===== src/rtl/laser_point_feeder_if.sv =====
// Host point stream, engine drive/result and result-port signals of the laser point feeder.
interface laser_point_feeder_if;
   logic       IN_VALID;
   logic       IN_READY;
   logic [3:0] IN_X;
   logic [3:0] IN_Y;
   logic       ENG_RST;
   logic [3:0] X;
   logic [3:0] Y;
   logic       DONE;
   logic [3:0] C1X;
   logic [3:0] C1Y;
   logic [3:0] C2X;
   logic [3:0] C2Y;
   logic       RES_VALID;
   logic       RES_READY;
   logic [3:0] RES_C1X;
   logic [3:0] RES_C1Y;
   logic [3:0] RES_C2X;
   logic [3:0] RES_C2Y;
   logic       ERR;

   // Handshakes: a point moves on a rising edge with IN_VALID && IN_READY; a result
   // moves on a rising edge with RES_VALID && RES_READY. A raised valid stays up with
   // stable data until that transfer edge.
   modport slave (
      input  IN_VALID, IN_X, IN_Y, DONE, C1X, C1Y, C2X, C2Y, RES_READY,
      output IN_READY, ENG_RST, X, Y, RES_VALID, RES_C1X, RES_C1Y, RES_C2X, RES_C2Y, ERR
   );

   modport master (
      output IN_VALID, IN_X, IN_Y, DONE, C1X, C1Y, C2X, C2Y, RES_READY,
      input  IN_READY, ENG_RST, X, Y, RES_VALID, RES_C1X, RES_C1Y, RES_C2X, RES_C2Y, ERR
   );
endinterface


===== src/rtl/laser_point_feeder.sv =====
// Point feeder for the two-circle laser coverage engine: buffers host points into two
// ping-pong banks, streams a full bank to the engine, and holds the engine's result.
module laser_point_feeder #(
   parameter int NPTS    = 40,
   parameter int TIMEOUT = 16384
) (
   input  logic                CLK,
   input  logic                RST,
   laser_point_feeder_if.slave bus,
   output logic [1:0]          dbg_state_o
);

   // Counters must be able to hold NPTS itself (read side uses it as "last point shown").
   localparam int CW = $clog2(NPTS + 1);
   localparam int TW = $clog2(TIMEOUT) + 1;

   typedef enum logic [1:0] {
      S_HOLD   = 2'd0,
      S_STREAM = 2'd1,
      S_WAIT   = 2'd2
   } state_t;

   state_t          state_q, state_d;
   logic [1:0]      full_q, full_d;
   logic            wbank_q, wbank_d;
   logic            rbank_q, rbank_d;
   logic [CW-1:0]   wcnt_q, wcnt_d;
   logic [CW-1:0]   rcnt_q, rcnt_d;
   logic [TW-1:0]   tmr_q, tmr_d;
   logic [3:0]      x_q, x_d;
   logic [3:0]      y_q, y_d;
   logic            eng_rst_q, eng_rst_d;
   logic            res_valid_q, res_valid_d;
   logic [15:0]     res_q, res_d;
   logic            err_q, err_d;

   logic            in_ready;
   logic            wr_fire;
   logic            wr_last;

   // Point storage: bank index, then slot; not reset because full flags gate every read.
   logic [7:0]      bank_mem [0:1][0:NPTS-1];

   assign in_ready = !full_q[wbank_q] && !RST;
   assign wr_fire  = bus.IN_VALID && in_ready;
   assign wr_last  = (wcnt_q == CW'(NPTS - 1));

   // Capture accepted host points into the bank currently being filled.
   always_ff @(posedge CLK) begin
      if (wr_fire) begin
         bank_mem[wbank_q][wcnt_q] <= {bus.IN_X, bus.IN_Y};
      end
   end

   // Next-state and datapath decisions for the write side, read FSM and result slot.
   always_comb begin
      state_d     = state_q;
      full_d      = full_q;
      wbank_d     = wbank_q;
      rbank_d     = rbank_q;
      wcnt_d      = wcnt_q;
      rcnt_d      = rcnt_q;
      tmr_d       = tmr_q;
      x_d         = x_q;
      y_d         = y_q;
      eng_rst_d   = eng_rst_q;
      res_valid_d = res_valid_q;
      res_d       = res_q;
      err_d       = 1'b0;

      // Result slot drains on its handshake; a new result can only arrive when it is empty.
      if (res_valid_q && bus.RES_READY) begin
         res_valid_d = 1'b0;
      end

      case (state_q)
         S_HOLD: begin
            eng_rst_d = 1'b1;
            if (full_q[rbank_q] && (!res_valid_q || bus.RES_READY)) begin
               eng_rst_d  = 1'b0;
               {x_d, y_d} = bank_mem[rbank_q][0];
               rcnt_d     = CW'(1);
               state_d    = S_STREAM;
            end
         end
         S_STREAM: begin
            if (rcnt_q == CW'(NPTS)) begin
               // Point NPTS-1 has just been sampled: release the bank.
               x_d             = 4'd0;
               y_d             = 4'd0;
               full_d[rbank_q] = 1'b0;
               rbank_d         = ~rbank_q;
               tmr_d           = '0;
               state_d         = S_WAIT;
            end else begin
               {x_d, y_d} = bank_mem[rbank_q][rcnt_q];
               rcnt_d     = rcnt_q + CW'(1);
            end
         end
         S_WAIT: begin
            if (bus.DONE) begin
               // Engine outputs vanish once ENG_RST rises, so latch them right here.
               res_d       = {bus.C1X, bus.C1Y, bus.C2X, bus.C2Y};
               res_valid_d = 1'b1;
               eng_rst_d   = 1'b1;
               state_d     = S_HOLD;
            end else if (tmr_q == TW'(TIMEOUT - 1)) begin
               err_d     = 1'b1;
               eng_rst_d = 1'b1;
               state_d   = S_HOLD;
            end else if (tmr_q != {TW{1'b1}}) begin
               tmr_d = tmr_q + TW'(1);
            end
         end
         default: begin
            eng_rst_d = 1'b1;
            state_d   = S_HOLD;
         end
      endcase

      // Write side never touches the bank being released (it needs !full, release needs full).
      if (wr_fire) begin
         if (wr_last) begin
            full_d[wbank_q] = 1'b1;
            wbank_d         = ~wbank_q;
            wcnt_d          = '0;
         end else begin
            wcnt_d = wcnt_q + CW'(1);
         end
      end
   end

   // State and output registers with asynchronous active-high reset.
   always_ff @(posedge CLK or posedge RST) begin
      if (RST) begin
         state_q     <= S_HOLD;
         full_q      <= 2'b00;
         wbank_q     <= 1'b0;
         rbank_q     <= 1'b0;
         wcnt_q      <= '0;
         rcnt_q      <= '0;
         tmr_q       <= '0;
         x_q         <= 4'd0;
         y_q         <= 4'd0;
         eng_rst_q   <= 1'b1;
         res_valid_q <= 1'b0;
         res_q       <= 16'd0;
         err_q       <= 1'b0;
      end else begin
         state_q     <= state_d;
         full_q      <= full_d;
         wbank_q     <= wbank_d;
         rbank_q     <= rbank_d;
         wcnt_q      <= wcnt_d;
         rcnt_q      <= rcnt_d;
         tmr_q       <= tmr_d;
         x_q         <= x_d;
         y_q         <= y_d;
         eng_rst_q   <= eng_rst_d;
         res_valid_q <= res_valid_d;
         res_q       <= res_d;
         err_q       <= err_d;
      end
   end

   assign bus.IN_READY  = in_ready;
   assign bus.ENG_RST   = eng_rst_q;
   assign bus.X         = x_q;
   assign bus.Y         = y_q;
   assign bus.RES_VALID = res_valid_q;
   assign bus.RES_C1X   = res_q[15:12];
   assign bus.RES_C1Y   = res_q[11:8];
   assign bus.RES_C2X   = res_q[7:4];
   assign bus.RES_C2Y   = res_q[3:0];
   assign bus.ERR       = err_q;
   assign dbg_state_o   = state_q;

endmodule


===== src/flat_wrapper.sv =====
// flat-port wrapper written by rule: the top's interface ports become plain ports
module laser_point_feeder_flat 
#(
   parameter int NPTS    = 40,
   parameter int TIMEOUT = 16384
)
  (CLK, RST, dbg_state_o, bus_IN_VALID, bus_IN_X, bus_IN_Y, bus_DONE, bus_C1X, bus_C1Y, bus_C2X, bus_C2Y, bus_RES_READY, bus_IN_READY, bus_ENG_RST, bus_X, bus_Y, bus_RES_VALID, bus_RES_C1X, bus_RES_C1Y, bus_RES_C2X, bus_RES_C2Y, bus_ERR);
  laser_point_feeder_if bus_i ();
  input  logic CLK;
  input  logic RST;
  output logic [1:0] dbg_state_o;
  input wire logic [$bits(bus_i.IN_VALID)-1:0] bus_IN_VALID;
  input wire logic [$bits(bus_i.IN_X)-1:0] bus_IN_X;
  input wire logic [$bits(bus_i.IN_Y)-1:0] bus_IN_Y;
  input wire logic [$bits(bus_i.DONE)-1:0] bus_DONE;
  input wire logic [$bits(bus_i.C1X)-1:0] bus_C1X;
  input wire logic [$bits(bus_i.C1Y)-1:0] bus_C1Y;
  input wire logic [$bits(bus_i.C2X)-1:0] bus_C2X;
  input wire logic [$bits(bus_i.C2Y)-1:0] bus_C2Y;
  input wire logic [$bits(bus_i.RES_READY)-1:0] bus_RES_READY;
  output wire logic [$bits(bus_i.IN_READY)-1:0] bus_IN_READY;
  output wire logic [$bits(bus_i.ENG_RST)-1:0] bus_ENG_RST;
  output wire logic [$bits(bus_i.X)-1:0] bus_X;
  output wire logic [$bits(bus_i.Y)-1:0] bus_Y;
  output wire logic [$bits(bus_i.RES_VALID)-1:0] bus_RES_VALID;
  output wire logic [$bits(bus_i.RES_C1X)-1:0] bus_RES_C1X;
  output wire logic [$bits(bus_i.RES_C1Y)-1:0] bus_RES_C1Y;
  output wire logic [$bits(bus_i.RES_C2X)-1:0] bus_RES_C2X;
  output wire logic [$bits(bus_i.RES_C2Y)-1:0] bus_RES_C2Y;
  output wire logic [$bits(bus_i.ERR)-1:0] bus_ERR;
  assign bus_i.IN_VALID = bus_IN_VALID;
  assign bus_i.IN_X = bus_IN_X;
  assign bus_i.IN_Y = bus_IN_Y;
  assign bus_i.DONE = bus_DONE;
  assign bus_i.C1X = bus_C1X;
  assign bus_i.C1Y = bus_C1Y;
  assign bus_i.C2X = bus_C2X;
  assign bus_i.C2Y = bus_C2Y;
  assign bus_i.RES_READY = bus_RES_READY;
  assign bus_IN_READY = bus_i.IN_READY;
  assign bus_ENG_RST = bus_i.ENG_RST;
  assign bus_X = bus_i.X;
  assign bus_Y = bus_i.Y;
  assign bus_RES_VALID = bus_i.RES_VALID;
  assign bus_RES_C1X = bus_i.RES_C1X;
  assign bus_RES_C1Y = bus_i.RES_C1Y;
  assign bus_RES_C2X = bus_i.RES_C2X;
  assign bus_RES_C2Y = bus_i.RES_C2Y;
  assign bus_ERR = bus_i.ERR;
  laser_point_feeder #(.NPTS(NPTS), .TIMEOUT(TIMEOUT)) u_core (.CLK(CLK), .RST(RST), .bus(bus_i), .dbg_state_o(dbg_state_o));
endmodule

===== config.mk =====
export PLATFORM = sky130hd
export DESIGN_NAME = laser_point_feeder_flat
export DESIGN_NICKNAME = d
export VERILOG_FILES = /design/src/rtl/laser_point_feeder_if.sv /design/src/rtl/laser_point_feeder.sv /design/src/flat_wrapper.sv
export SDC_FILE = /design/constraint.sdc
export NUM_CORES = 1
export LEC_CHECK = 0
export CAP_MARGIN = 30
export CORE_MARGIN = 1.5
export CORE_UTILIZATION = 55
export DETAILED_ROUTE_END_ITERATION = 10
export PLACE_DENSITY = 0.7
export SYNTH_ARGS = -nofsm -noshare
export SYNTH_HDL_FRONTEND = slang
export SYNTH_SLANG_ARGS = --single-unit

===== constraint.sdc =====
create_clock -name CLK -period 3.3 [get_ports CLK]
set_input_delay 0.66 -clock CLK [delete_from_list [all_inputs] [get_ports CLK]]
set_output_delay 0.66 -clock CLK [all_outputs]
set_load 0.005 [all_outputs]

==> impl_metrics.ini, run 1 <==
[timing]
rsz0062_at_grt = no
maxSlewViolCount = 0
min_period_over_period_pct = 89.4
min_period_ps = 2950
hold_violations = 0
slew_headroom_pct = 45.6
fin_hold_ws_ps = 440
setup_viol = 0
fmax_mhz = 339
tightest_slew_ps = 816
fin_skew_ps = 25.6
layout_setup_ws_ps = 351
fin_setup_tns_ps = 0

[routing]
finalWirelength_um = 64900
wl_per_cell_um = 27.3
avgViaCountPerCell = 6.14
drt_iter0_drc = 1596
drtPass1Iterations = 6
drc = 0
num_vias = 14612
drtAntennaViolNets = 0

[setup_path]
cp-end-kind = flop
crit_path_max_fanout = 17
r2r-start = u_core.rbank_q$_DFFE_PP0P_
worst-path-buf-inv = 1
cp.required_ps = 3790
cp_slowest_stage_delay_ps = 690
critPathLaunch = u_core.rbank_q$_DFFE_PP0P_
reg2reg_slack_ps = 350
cp-start-kind = flop
crit_type = reg2reg
path_cells = buf_4 -> mux4_2 -> and2_1 -> a211oi_1 -> a311oi_1 -> o22ai_1 -> o21ai_1
crit_arrival_ps = 3440
cp_top_family = compound AO/OA/AOI/OAI gates
cpMaxStageDelayCell = dfrtp_4

[floorplan]
dieArea_sq_mm = 0.0520
core-area_sq_mm = 0.0501
core.rowCount = 82
dieWidth_um = 228
ios = 59
initial_core_util_pct = 55.6
die_h_um = 228

[power]
pwr-share-comb_pct = 2.1
power_frac_clock_pct = 44.0
power_leakage_nw = 11.2
p_per_area_mw_per_mm2 = 560
p_int_w = 0.0146
power.share.sequential_pct = 53.9
p_sw_share_pct = 19.7
power.net_switching_w = 0.00358
vdd_ir_drop_max_mv = 0.411

[clocking]
cts_tree = yes
clockRootBuffer = clkbuf_16
postCtsHoldBufs = 0
cts-resized-gates = 0
max-clock-path-buffers = 3
ctsHtreeMaxLevel = 3
clkLatencyLatePin_ps = 620
cts_sinks = 700
clkTransAtPathRegs_ps = 60
post-cts-setup-buffer-count = 0
cts_buffers = 71

[yosys]
syn_area_sq_mm = 0.0278
avgSynthCellArea_sq_um = 19.3
postSynthCellCount = 1443
yosysWarnings = 0
synthArstFlopShare_pct = 8.57
synth_fa_ha_area_share_pct = 0.180
synth.yosys.seq_area_share_pct = 74.5
synth-compound-area-share_pct = 2.78
yosys.area_share.xor_xnor_pct = 0.566
synth_nets = 1476
synth_cell_types = 53
synth_top_family_by_area = multiplexers
synth-simple-area-share_pct = 4.61
synth-edff-count = 640
synthMuxAreaShare_pct = 15.7
ys_seq_elements = 700
ys.flop_type = edfxtp_1

[worst_hold_path]
hp-class = in2async

[global_route]
grt_max_degree = 81
grt.total_usage_pct = 25.6
antenna_found_initial = 0
grt_pass1_wl_um = 97000
grt_pass1_vias = 14886
grt_overflow = 0

[final_layout]
seq_area_sq_mm = 0.0207
multiInputGateArea_sq_mm = 0.00664
most-common-layout-cells = 640 x edfxtp_1, 146 x mux4_2, 136 x buf_4
drive_above_1_share_pct = 25.5
fin_util_pct = 64.7
n_antenna_cell = 0
n_fill_cell = 3428
fin_area_sq_mm = 0.0324
area_delta_synth_final_pct = 16.4
nets = 1684
final_common_cell = edfxtp_1

[placement]
dp_hpwl_um = 40700
numPortBuffers = 58
pre_cts_slack_ps = 331
placed_cell_area_sq_mm = 0.0301
gp_congestion = 0.918

[run]
maxCapViolCount = 0

[status]
status = finished, final reports clean
Yosys cell counts (3+ instances only):
library cell / count / area share (%)
mux4_2: 146 / 12
buf_4: 13 / 0.35
buf_12: 3 / 0.22
xor2_1: 8 / 0.25
xnor2_1: 10 / 0.31
o2111ai_1: 3 / 0.094
a311o_1: 3 / 0.11
ha_1: 4 / 0.18
buf_1: 6 / 0.081
nand3b_1: 3 / 0.081
and4_1: 3 / 0.094
o22ai_1: 6 / 0.13
nor2b_1: 21 / 0.47
nand4b_1: 3 / 0.094
nor2_1: 117 / 1.6
a21o_1: 3 / 0.081
and2_1: 8 / 0.18
nor3_1: 13 / 0.23
o21ai_0: 19 / 0.34
nand4_1: 5 / 0.11
buf_6: 7 / 0.28
nand2b_1: 5 / 0.11
nand3_1: 17 / 0.31
a311oi_1: 7 / 0.22
a21oi_1: 32 / 0.58
a211oi_1: 13 / 0.35
dfrtp_1: 59 / 5.3
o31ai_1: 4 / 0.11
mux2_2: 18 / 0.73
mux4_1: 10 / 0.94
a22oi_1: 6 / 0.16
edfxtp_1: 640 / 69
mux2i_1: 61 / 2.2
nand2_1: 78 / 1.1
clkbuf_1: 30 / 0.40
inv_1: 10 / 0.13
and3_1: 7 / 0.16
buf_2: 13 / 0.23
a31oi_1: 8 / 0.18
o221ai_1: 4 / 0.13
worst register-to-register path: stages (launching register included):
cell and delay, ps:
dfrtp_4 690, buf_4 390, mux4_2 540, and2_1 200, a211oi_1 390, a311oi_1 110, o22ai_1 410, o21ai_1 100
layer usage:
metal  vias up  share of wire (%)  GRT usage, %
met2       639                 48          40.3
met1      7602                 40          35.8
met3       117                8.9          6.68
met5         -                  0             0
li1       6254                  -             -
met4         0                2.5          7.16
kinds of logic after synthesis:
| logic type | count (synthesis) |
|---|---|
| AO/OA/AOI/OAI | 117 |
| buffers and inverters | 83 |
| flip-flops | 700 |
| multiplexers | 235 |
| AND/OR/NAND/NOR | 286 |
| XOR/XNOR | 18 |
| adder cells (fa/ha/maj) | 4 |
sequential cells by signal, summed over array words and instances, names as in the netlist, 4 cells and up:
signal / cells
u_core.rcnt_q: 6
u_core.tmr_q: 15
u_core.bus.X: 4
u_core.res_q: 16
u_core.bank_mem: 640
u_core.bus.Y: 4
u_core.wcnt_q: 6
power by group through the flow:
stage	registers [W]	clock network [W]	logic, W
final	0.00978	0.00798	0.000381
after global routing	0.00978	0.00844	0.000409
after CTS	0.00977	0.00809	0.000386
after detailed placement	0.00996	0	0.000385
after global placement	0.00996	0	0.000371
after floorplan	0.00994	0	0.000101
path summary, 6_finish.rpt:
check                                               end  cells after the start
max                         u_core.bus.X[1]$_DFFE_PP0P_                      7
min                        u_core.wcnt_q[2]$_DFFE_PP0N_                      2
max reg2reg                 u_core.bus.X[1]$_DFFE_PP0P_                      7
min reg2reg                 u_core.res_q[0]$_DFFE_PP0P_                      1
max in group asynchronous  u_core.res_q[15]$_DFFE_PP0P_                      3
min in group CLK            u_core.res_q[0]$_DFFE_PP0P_                      1
layout make-up:
type                       count  share of cell area, %
tap                          672                   2.60
timing repair buffer         207                   5.63
multi-input combinational    660                   20.5
clock inverter                41                   1.19
clock buffer                  88                   5.94
inverter                      11                  0.128
sequential                   700                   64.0
per-stage QoR:
step / total power (W) / cells
floorplan: 0.0100 / 1443
global placement: 0.0103 / 2250
detailed placement: 0.0103 / 2250
CTS: 0.0183 / 2379
global route: 0.0186 / 2379
finish: 0.0181 / 2379
No activity file was read; power rests on OpenSTA's default activity.
==> run 2: changes to the inputs <==
SKIP_LAST_GASP = 1   (was not set)
==> results of run 2 <==
Final layout, timing and power as in run 1 (identical DEF).
==> run 3: changes to the inputs <==
TNS_END_PERCENT = 10   (was not set)
==> results of run 3 <==
Final layout, timing and power as in run 1 (identical DEF).
